**src/rtl/qdiv_pipe_hs.sv**
```systemverilog
// Sequential signed fixed-point divider (restoring, one quotient bit per cycle)
// with valid/ready handshakes, divide-by-zero detection, rounding and saturation.
module qdiv_pipe_hs #(
  parameter int N        = 32,
  parameter int Q        = 15,
  parameter int ROUND    = 0,
  parameter int SATURATE = 1
) (
  input  logic         i_clk,
  input  logic         i_rst_n,
  input  logic         i_valid,
  output logic         o_ready,
  input  logic [N-1:0] i_dividend,
  input  logic [N-1:0] i_divisor,
  output logic         o_valid,
  input  logic         i_ready,
  output logic [N-1:0] o_quotient,
  output logic         o_overflow,
  output logic         o_div_by_zero
);

  localparam int W  = N + Q;
  localparam int CW = $clog2(N + Q + 1);

  localparam logic [N-1:0] ONE_N   = N'(1);
  localparam logic [N-1:0] MAX_N   = {1'b0, {(N-1){1'b1}}};
  localparam logic [N-1:0] MIN_N   = {1'b1, {(N-1){1'b0}}};
  localparam logic [W:0]   LIM_POS = {{(Q+2){1'b0}}, {(N-1){1'b1}}};
  localparam logic [W:0]   LIM_NEG = {{(Q+1){1'b0}}, 1'b1, {(N-1){1'b0}}};

  typedef enum logic [1:0] {IDLE, PREP, ITER, DONE} state_t;

  state_t         state_q;
  logic [CW-1:0]  cnt_q;
  logic           ready_q, valid_q, ovf_q, dz_q;
  logic [N-1:0]   quot_q;

  logic signed [N-1:0] a_q, b_q;
  logic                sign_q;
  logic [N-1:0]        bmag_q, rem_q;
  logic [W-1:0]        dvd_q;
  logic [W-2:0]        quo_q;

  logic [N:0]   rem_sh;
  logic [N-1:0] rem_sub, rem_d, dz_quot_d, quot_d;
  logic         ge_d, ovf_d;
  logic [W-1:0] quo_d;
  logic [W:0]   mag_d;

  // Two's complement magnitude; the most negative value maps exactly to 2^(N-1).
  function automatic logic [N-1:0] mag_of(input logic signed [N-1:0] v);
    logic [N-1:0] u;
    u = v;
    return u[N-1] ? (~u + ONE_N) : u;
  endfunction

  function automatic logic [W:0] round_mag(input logic [W-1:0] q,
                                           input logic [N-1:0] rem,
                                           input logic [N-1:0] div);
    logic up;
    up = (ROUND != 0) && ({rem, 1'b0} >= {1'b0, div});
    return {1'b0, q} + (W+1)'(up);
  endfunction

  // Returns {overflow, signed N-bit result}.
  function automatic logic [N:0] sat_result(input logic [W:0] m, input logic neg);
    logic         ov;
    logic [N-1:0] wrap, res;
    ov   = m > (neg ? LIM_NEG : LIM_POS);
    wrap = neg ? (~m[N-1:0] + ONE_N) : m[N-1:0];
    if (ov && (SATURATE != 0)) res = neg ? MIN_N : MAX_N;
    else                       res = wrap;
    return {ov, res};
  endfunction

  always_comb begin
    rem_sh    = {rem_q, dvd_q[W-1]};
    ge_d      = rem_sh >= {1'b0, bmag_q};
    rem_sub   = rem_sh[N-1:0] - bmag_q;
    rem_d     = ge_d ? rem_sub : rem_sh[N-1:0];
    quo_d     = {quo_q, ge_d};
    mag_d     = round_mag(quo_d, rem_d, bmag_q);
    {ovf_d, quot_d} = sat_result(mag_d, sign_q);
    dz_quot_d = (a_q == '0) ? '0 : (a_q[N-1] ? MIN_N : MAX_N);
  end

  // Datapath registers: no reset, only meaningful while an operation is in flight.
  always_ff @(posedge i_clk) begin
    case (state_q)
      IDLE: if (i_valid) begin
        a_q    <= i_dividend;
        b_q    <= i_divisor;
        sign_q <= i_dividend[N-1] ^ i_divisor[N-1];
      end
      PREP: begin
        bmag_q <= mag_of(b_q);
        dvd_q  <= W'(mag_of(a_q)) << Q;
        quo_q  <= '0;
        rem_q  <= '0;
      end
      ITER: begin
        dvd_q <= dvd_q << 1;
        quo_q <= quo_d[W-2:0];
        rem_q <= rem_d;
      end
      default: ;
    endcase
  end

  // Control and result registers; o_valid lags entry into DONE by one cycle.
  always_ff @(posedge i_clk or negedge i_rst_n) begin
    if (!i_rst_n) begin
      state_q <= IDLE;
      cnt_q   <= '0;
      ready_q <= 1'b1;
      valid_q <= 1'b0;
      quot_q  <= '0;
      ovf_q   <= 1'b0;
      dz_q    <= 1'b0;
    end else begin
      case (state_q)
        IDLE: if (i_valid) begin
          ready_q <= 1'b0;
          ovf_q   <= 1'b0;
          dz_q    <= 1'b0;
          state_q <= PREP;
        end
        PREP: begin
          cnt_q <= CW'(W - 1);
          if (b_q == '0) begin
            dz_q    <= 1'b1;
            quot_q  <= dz_quot_d;
            state_q <= DONE;
          end else begin
            state_q <= ITER;
          end
        end
        ITER: begin
          cnt_q <= cnt_q - CW'(1);
          if (cnt_q == '0) begin
            quot_q  <= quot_d;
            ovf_q   <= ovf_d;
            state_q <= DONE;
          end
        end
        DONE: begin
          if (!valid_q) begin
            valid_q <= 1'b1;
          end else if (i_ready) begin
            valid_q <= 1'b0;
            ready_q <= 1'b1;
            state_q <= IDLE;
          end
        end
        default: state_q <= IDLE;
      endcase
    end
  end

  assign o_ready       = ready_q;
  assign o_valid       = valid_q;
  assign o_quotient    = quot_q;
  assign o_overflow    = ovf_q;
  assign o_div_by_zero = dz_q;

endmodule

```
**config.mk**
```make
export PLATFORM = sky130hd
export DESIGN_NAME = qdiv_pipe_hs
export DESIGN_NICKNAME = d
export VERILOG_FILES = /design/src/rtl/qdiv_pipe_hs.sv
export SDC_FILE = /design/constraint.sdc
export NUM_CORES = 1
export LEC_CHECK = 0
export BUFFER_PORTS_ARGS = -buffer_cell sky130_fd_sc_hd__buf_4
export CORE_UTILIZATION = 45
export DETAILED_ROUTE_END_ITERATION = 8
export MAX_ROUTING_LAYER = met4
export PLACE_DENSITY = 0.7
export SYNTH_ARGS = -nofsm -noshare
export SYNTH_HDL_FRONTEND = slang
export SYNTH_SLANG_ARGS = --single-unit
```
**constraint.sdc**
```tcl
create_clock -name i_clk -period 5.9 [get_ports i_clk]
set_input_delay 0.885 -clock i_clk [delete_from_list [all_inputs] [get_ports i_clk]]
set_output_delay 0.885 -clock i_clk [all_outputs]
set_load 0.005 [all_outputs]
```
# After elaboration in Yosys (flattened, before gate mapping)
# Cells that the tools add are included.
# op_classes
addsub	5
n_lt_le_gt_ge	2
n_eq_ne	8
mux	32
bitwise	4
n_reduce_logical	14
# op_table
op	n
32-bit 2-to-1 mux	10
32-bit one-hot mux with 2 select lines	2
32-bit by 1-bit adder with 32-bit output (second input constant)	3
32-bit NOT	3
47-bit one-hot mux with 2 select lines	1
46-bit one-hot mux with 2 select lines	1
32-bit logical NOT	2
47-bit by 32-bit > comparator with 1-bit output	1
33-bit by 32-bit >= comparator with 1-bit output	1
32-bit subtractor	1
31-bit 2-to-1 mux	1
6-bit one-hot mux with 2 select lines	1
2-bit != test (second input constant)	5
3-bit AND reduction	3
1-bit 2-to-1 mux	8
2-bit 2-to-1 mux	4
2-bit one-hot mux with 4 select lines	1
4-bit AND reduction	2
2-bit nonzero test	4
6-bit logical NOT	1
1-bit one-hot mux with 2 select lines	3
6-bit by 1-bit subtractor with 6-bit output (second input constant)	1
2-bit equality test (second input constant)	2
2-bit by 1-bit equality test with 1-bit output (second input constant)	1
other kinds (3)	3
# word_totals
regBits	266
inputBits	68

# Depth between registers and ports, before layout
# depth
depth_word	7
depth_mapped	23
depth_no_buf	19

# Least setup slack after synthesis
# No wires, ideal clock.
# synth_timing
path_kind	reg2reg
startpoint	reg rem_q[1]
endpoint	reg quot_q[17], in the netlist o_quotient[17]
setup_time_ps	82
t_arrival_ps	4673
t_required_ps	5818
setup_slack_ps	1145
stages_incl_launch_ff	22
n_path_buf	4
path_cell_list	edfxtp_1 -> ha_1 -> o211ai_1 -> a21oi_1 -> o41ai_2 -> a21oi_1 -> a31oi_1 -> o211a_1 -> buf_2 -> buf_2 -> buf_1 -> ha_1 -> nor2b_1 -> o21ai_0 -> a21oi_1 -> o311a_1 -> a211oi_1 -> o2111ai_2 -> or2_0 -> buf_2 -> or4_1 -> a31oi_1
# synth_between
elab_chain_len	7
elab_cells_between_ends	8
classes_between	add/sub (1); order compare (2); mux (4); bitwise (1)
# synth_lines
element	line	rtl
start, declared	40	logic [N-1:0] bmag_q, rem_q;
start signal, assigned	104	rem_q <= rem_d;
33-bit by 32-bit >= comparator with 1-bit output (*)	78	ge_d = rem_sh >= {1'b0, bmag_q};
32-bit NOT	70	wrap = neg ? (~m[N-1:0] + ONE_N) : m[N-1:0];
32-bit by 1-bit adder with 32-bit output	70	
32-bit 2-to-1 mux	70	
32-bit 2-to-1 mux (*)	71	if (ov && (SATURATE != 0)) res = neg ? MIN_N : MAX_N;
32-bit 2-to-1 mux (*)	140	if (cnt_q == '0) begin
32-bit one-hot mux with 2 select lines (*)	121	case (state_q)
end signal, assigned	132	quot_q <= dz_quot_d;
end signal, assigned	141	quot_q <= quot_d;
end, declared	36	logic [N-1:0] quot_q;
# Mark *: on every way between the ends. The rest lies on a longest branch, timed or not. The select of a mux whose other input is x is not followed.
# A chain may end at the register's enable or synchronous reset.

# Worst setup path in the final report
# Same ends and word-level chain as after synthesis.

==> impl_metrics.toml <==
[worst_hold_path]
hp-class = "in -> async"

[logic_synthesis]
syn-num-nets = 1410
ys_async_sr_fraction_pct = 17.5
avgSynthCellArea_um2 = 10.9
syn_area_mm2 = 0.0138
synth-seq-cells = 251
synthCells = 1267
yosysUniqueCellTypes = 81
synth-edff-count = 207
synth_ff_type = "edfxtp_1"
seq_area_frac_synth_pct = 53.0
ys_warn_count = 0

[global_route]
grt_max_degree = 93
grt-ovfl-total = 0
grt_pass1_vias = 9599
grt_use_total_pct = 19.5
grt_pass1_wl_mm = 48.3
antenna_found_initial = 0

[routing]
dr.pass1.iters = 5
vias_per_cell = 5.52
routedWlPerCell_um = 16.3
initialDrtViolationCount = 625
wirelength_mm = 29.0
ant_nets = 0
drcViolationCount = 0
dr_total_vias = 9786

[layout]
fill_cells = 2613
nNetsFinal = 1508
area_growth_pct = 14.6
layout.area.seq_mm2 = 0.00732
drive_above_1_share_pct = 13.2
antenna_cells = 0
multiInputGateArea_mm2 = 0.00611

[cts]
post-cts-setup-buffer-count = 0
postCtsHoldBufs = 0
cts_buffers = 28
clk_pin_slew_ns = 0.06
clk_latency_ns = 0.57
cts_buffer_depth = 3
htree_levels = 1
clock-sinks = 251
cts_tree = "yes"
cts_resized = 0
cts_root_buf = "clkbuf_16"

[critical_path]
slowest_delay_ns = 0.47
crit_arrival_ns = 5.02
worst_path_max_delay_cell = "or4_1"
crit_chain = "ha_1 > o211ai_1 > a21oi_1 > o41ai_2 > a21oi_1 > a31oi_1 > o211a_2 > ha_1 > nor2b_1 > o21ai_0 > a21oi_1 > o311a_1 > a211oi_1 > o2111ai_2 > or2_0 > buf_4 > or4_1 > a31oi_1"
crit_type = "reg -> reg"
critical_path.most_common_cell = "a21oi_1"
crit_fanout = 26
cpLargestDelayFamily = "compound AO/OA/AOI/OAI gates"
cp-start-kind = "flip-flop"
cp-end-kind = "flip-flop"
critPathRequiredTime_ns = 6.37
path_buf_inv = 1

[floorplanning]
initial_utilization_pct = 46.1
die_h_um = 177
placementRows = 63
die_area_mm2 = 0.0314
coreArea_mm2 = 0.0300
die_w_um = 177
ioPinCount = 104

[power]
total_power_uw = 9250
switching_share_pct = 39.9
intPower_uw = 5560
power_switching_uw = 3690
power_frac_comb_pct = 44.8
p_leak_uw = 0.00611
p_seq_share_pct = 38.0
power_density_mw_per_mm2 = 584
ir_drop_v = 0.000459
p_clk_share_pct = 17.2

[timing]
slew_viol_final = 0
fin_skew_ns = 0.0245
max_freq_ghz = 0.220
final_hold_viol_count = 0
worst_pin_slew_ns = 1.19
period_minus_slack_ns = 4.55
tns_ns = 0
setup_violations = 0
grt_setup_unrepaired = "no"
post-route-period-util_pct = 77.1
slew_headroom_pct = 20.8

[job]
drv_cap = 0

[run_status]
status = "finished clean"

[placement]
place.gp.congestion = 0.858
io_buffers = 103
dpl.hpwl_mm = 19.8
[power groups by stage]
stage | Sequential [µW] | Combinational (µW) | Clock [µW]
2_1_floorplan | 3430 | 3090 | 0
3_3_place_gp | 3510 | 4050 | 0
3_5_place_dp | 3540 | 4140 | 0
4_1_cts | 3510 | 4170 | 1640
5_1_grt | 3600 | 4690 | 1700
6_report | 3510 | 4140 | 1600
[cells in the final DEF, fill, tap and decap left out, types with 12 or more instances in the layout]
cell / Yosys / routed
nand3_1: 21 / 21
o22a_1: 14 / 14
xnor2_1: 48 / 48
a21oi_1: 75 / 75
a31oi_1: 14 / 14
o41ai_1: 14 / 14
o31ai_1: 16 / 16
o211ai_1: 12 / 12
nor3_1: 20 / 20
o21ai_0: 96 / 96
ha_1: 74 / 72
or3_1: 16 / 16
nor2_1: 122 / 122
and2_1: 49 / 48
buf_4: 1 / 114
clkbuf_16: 0 / 29
xor2_1: 53 / 53
nand2_1: 89 / 89
dfrtp_1: 43 / 43
a21o_1: 20 / 20
inv_1: 56 / 56
edfxtp_1: 207 / 207
[final cells by class]
| type | count | share of cell area [%] |
|---|---|---|
| inverters | 58 | 1.38 |
| well taps | 390 | 3.08 |
| clock buffers | 34 | 4.70 |
| repair buffers | 114 | 5.41 |
| clock inverters | 13 | 0.577 |
| multi-input cells | 912 | 38.6 |
| flip-flops and latches | 251 | 46.2 |
[registers in the layout, indices dropped and copies added, names as in the netlist]
signal and count:
state_q 2, quo_q 46, o_overflow 1, b_q 32, a_q 32, dvd_q 32
rem_q 32, o_ready 1, bmag_q 32, cnt_q 6, o_quotient 32, sign_q 1
o_div_by_zero 1, o_valid 1
[cell usage after synthesis, types with 4 or more instances]
cell,instances,area [µm²]
a211oi_1,7,52.6
o22a_1,14,123
mux2i_1,11,110
nand3_1,21,105
or2_2,4,25.0
nor3_1,20,100
nand4_1,9,56.3
inv_1,56,210
xor2_1,53,464
nand2b_1,11,68.8
or3_1,16,100
a31oi_1,14,87.6
buf_1,4,15.0
a21o_1,20,150
clkbuf_1,33,124
o41ai_1,14,123
nor2_1,122,458
xnor2_1,48,420
o211ai_1,12,90.1
o21a_1,11,82.6
or4_1,11,82.6
nand2_1,89,334
nor4b_1,4,35.0
edfxtp_1,207,6220
nor2b_1,8,50.1
nor4_1,11,68.8
a21oi_1,75,375
dfrtp_1,43,1080
and4_1,4,35.0
o31ai_1,16,120
o21ai_0,96,480
buf_2,8,40.0
ha_1,74,926
and2_1,49,307
[routing by layer]
layer  GRT usage [%]  routed length (µm)  vias up
li1                -                   -     4865
met1            26.4               13900     4657
met2            30.9               13400      227
met3            2.51                1130       37
met4            4.96                 541        0
met5               -                   0        -
[final timing paths]
| check | from | endpoint | slack [ns] | depth (start not counted) |
|---|---|---|---|---|
| setup / recovery | rem_q[1] | o_quotient[17] | 1.35 | 18 |
| hold / removal | i_rst_n | cnt_q[4] | 0.34 | 1 |
| setup reg to reg | rem_q[1] | o_quotient[17] | 1.35 | 18 |
| hold reg to reg | o_quotient[7] | o_quotient[7] | 0.50 | 1 |
| max in group asynchronous | i_rst_n | o_quotient[3] | 5.17 | 1 |
| min in group i_clk | i_dividend[3] | a_q[3] | 0.49 | 1 |
[worst register-to-register path: cells and delay by family, from the launching register on]
kind | cells | cell delay, ns
flops | 1 | 0.38
compound gates | 12 | 2.59
simple gates | 3 | 0.77
fa+ha+maj | 2 | 0.51
buf+inv | 1 | 0.22
[kinds of logic after synthesis]
| logic type | after synthesis | synth area share (%) |
|---|---|---|
| xor+xnor | 101 | 6.41 |
| mux | 14 | 1.04 |
| compound gates | 324 | 15.3 |
| fa+ha+maj | 75 | 6.85 |
| simple gates | 398 | 14.5 |
| buf+inv | 104 | 2.93 |
| flops | 251 | 53.0 |
[stage by stage]
step / worst slack, ns / std cells / hold WS [ns] / instance area [µm²] / util (%)
2_1_floorplan: 1.14 / 1267 / 0.477 / 13800 / -
4_1_cts: 1.34 / 1772 / 0.326 / 15800 / 52.8
5_1_grt: 0.988 / 1772 / 0.375 / 15800 / 52.8
3_3_place_gp: 1.55 / 1725 / 0.481 / 15000 / 50.1
6_report: 1.35 / 1772 / 0.337 / 15800 / 52.8
3_5_place_dp: 1.48 / 1725 / 0.492 / 15000 / 50.1
Note: power is estimated with default switching activity, not from simulation.
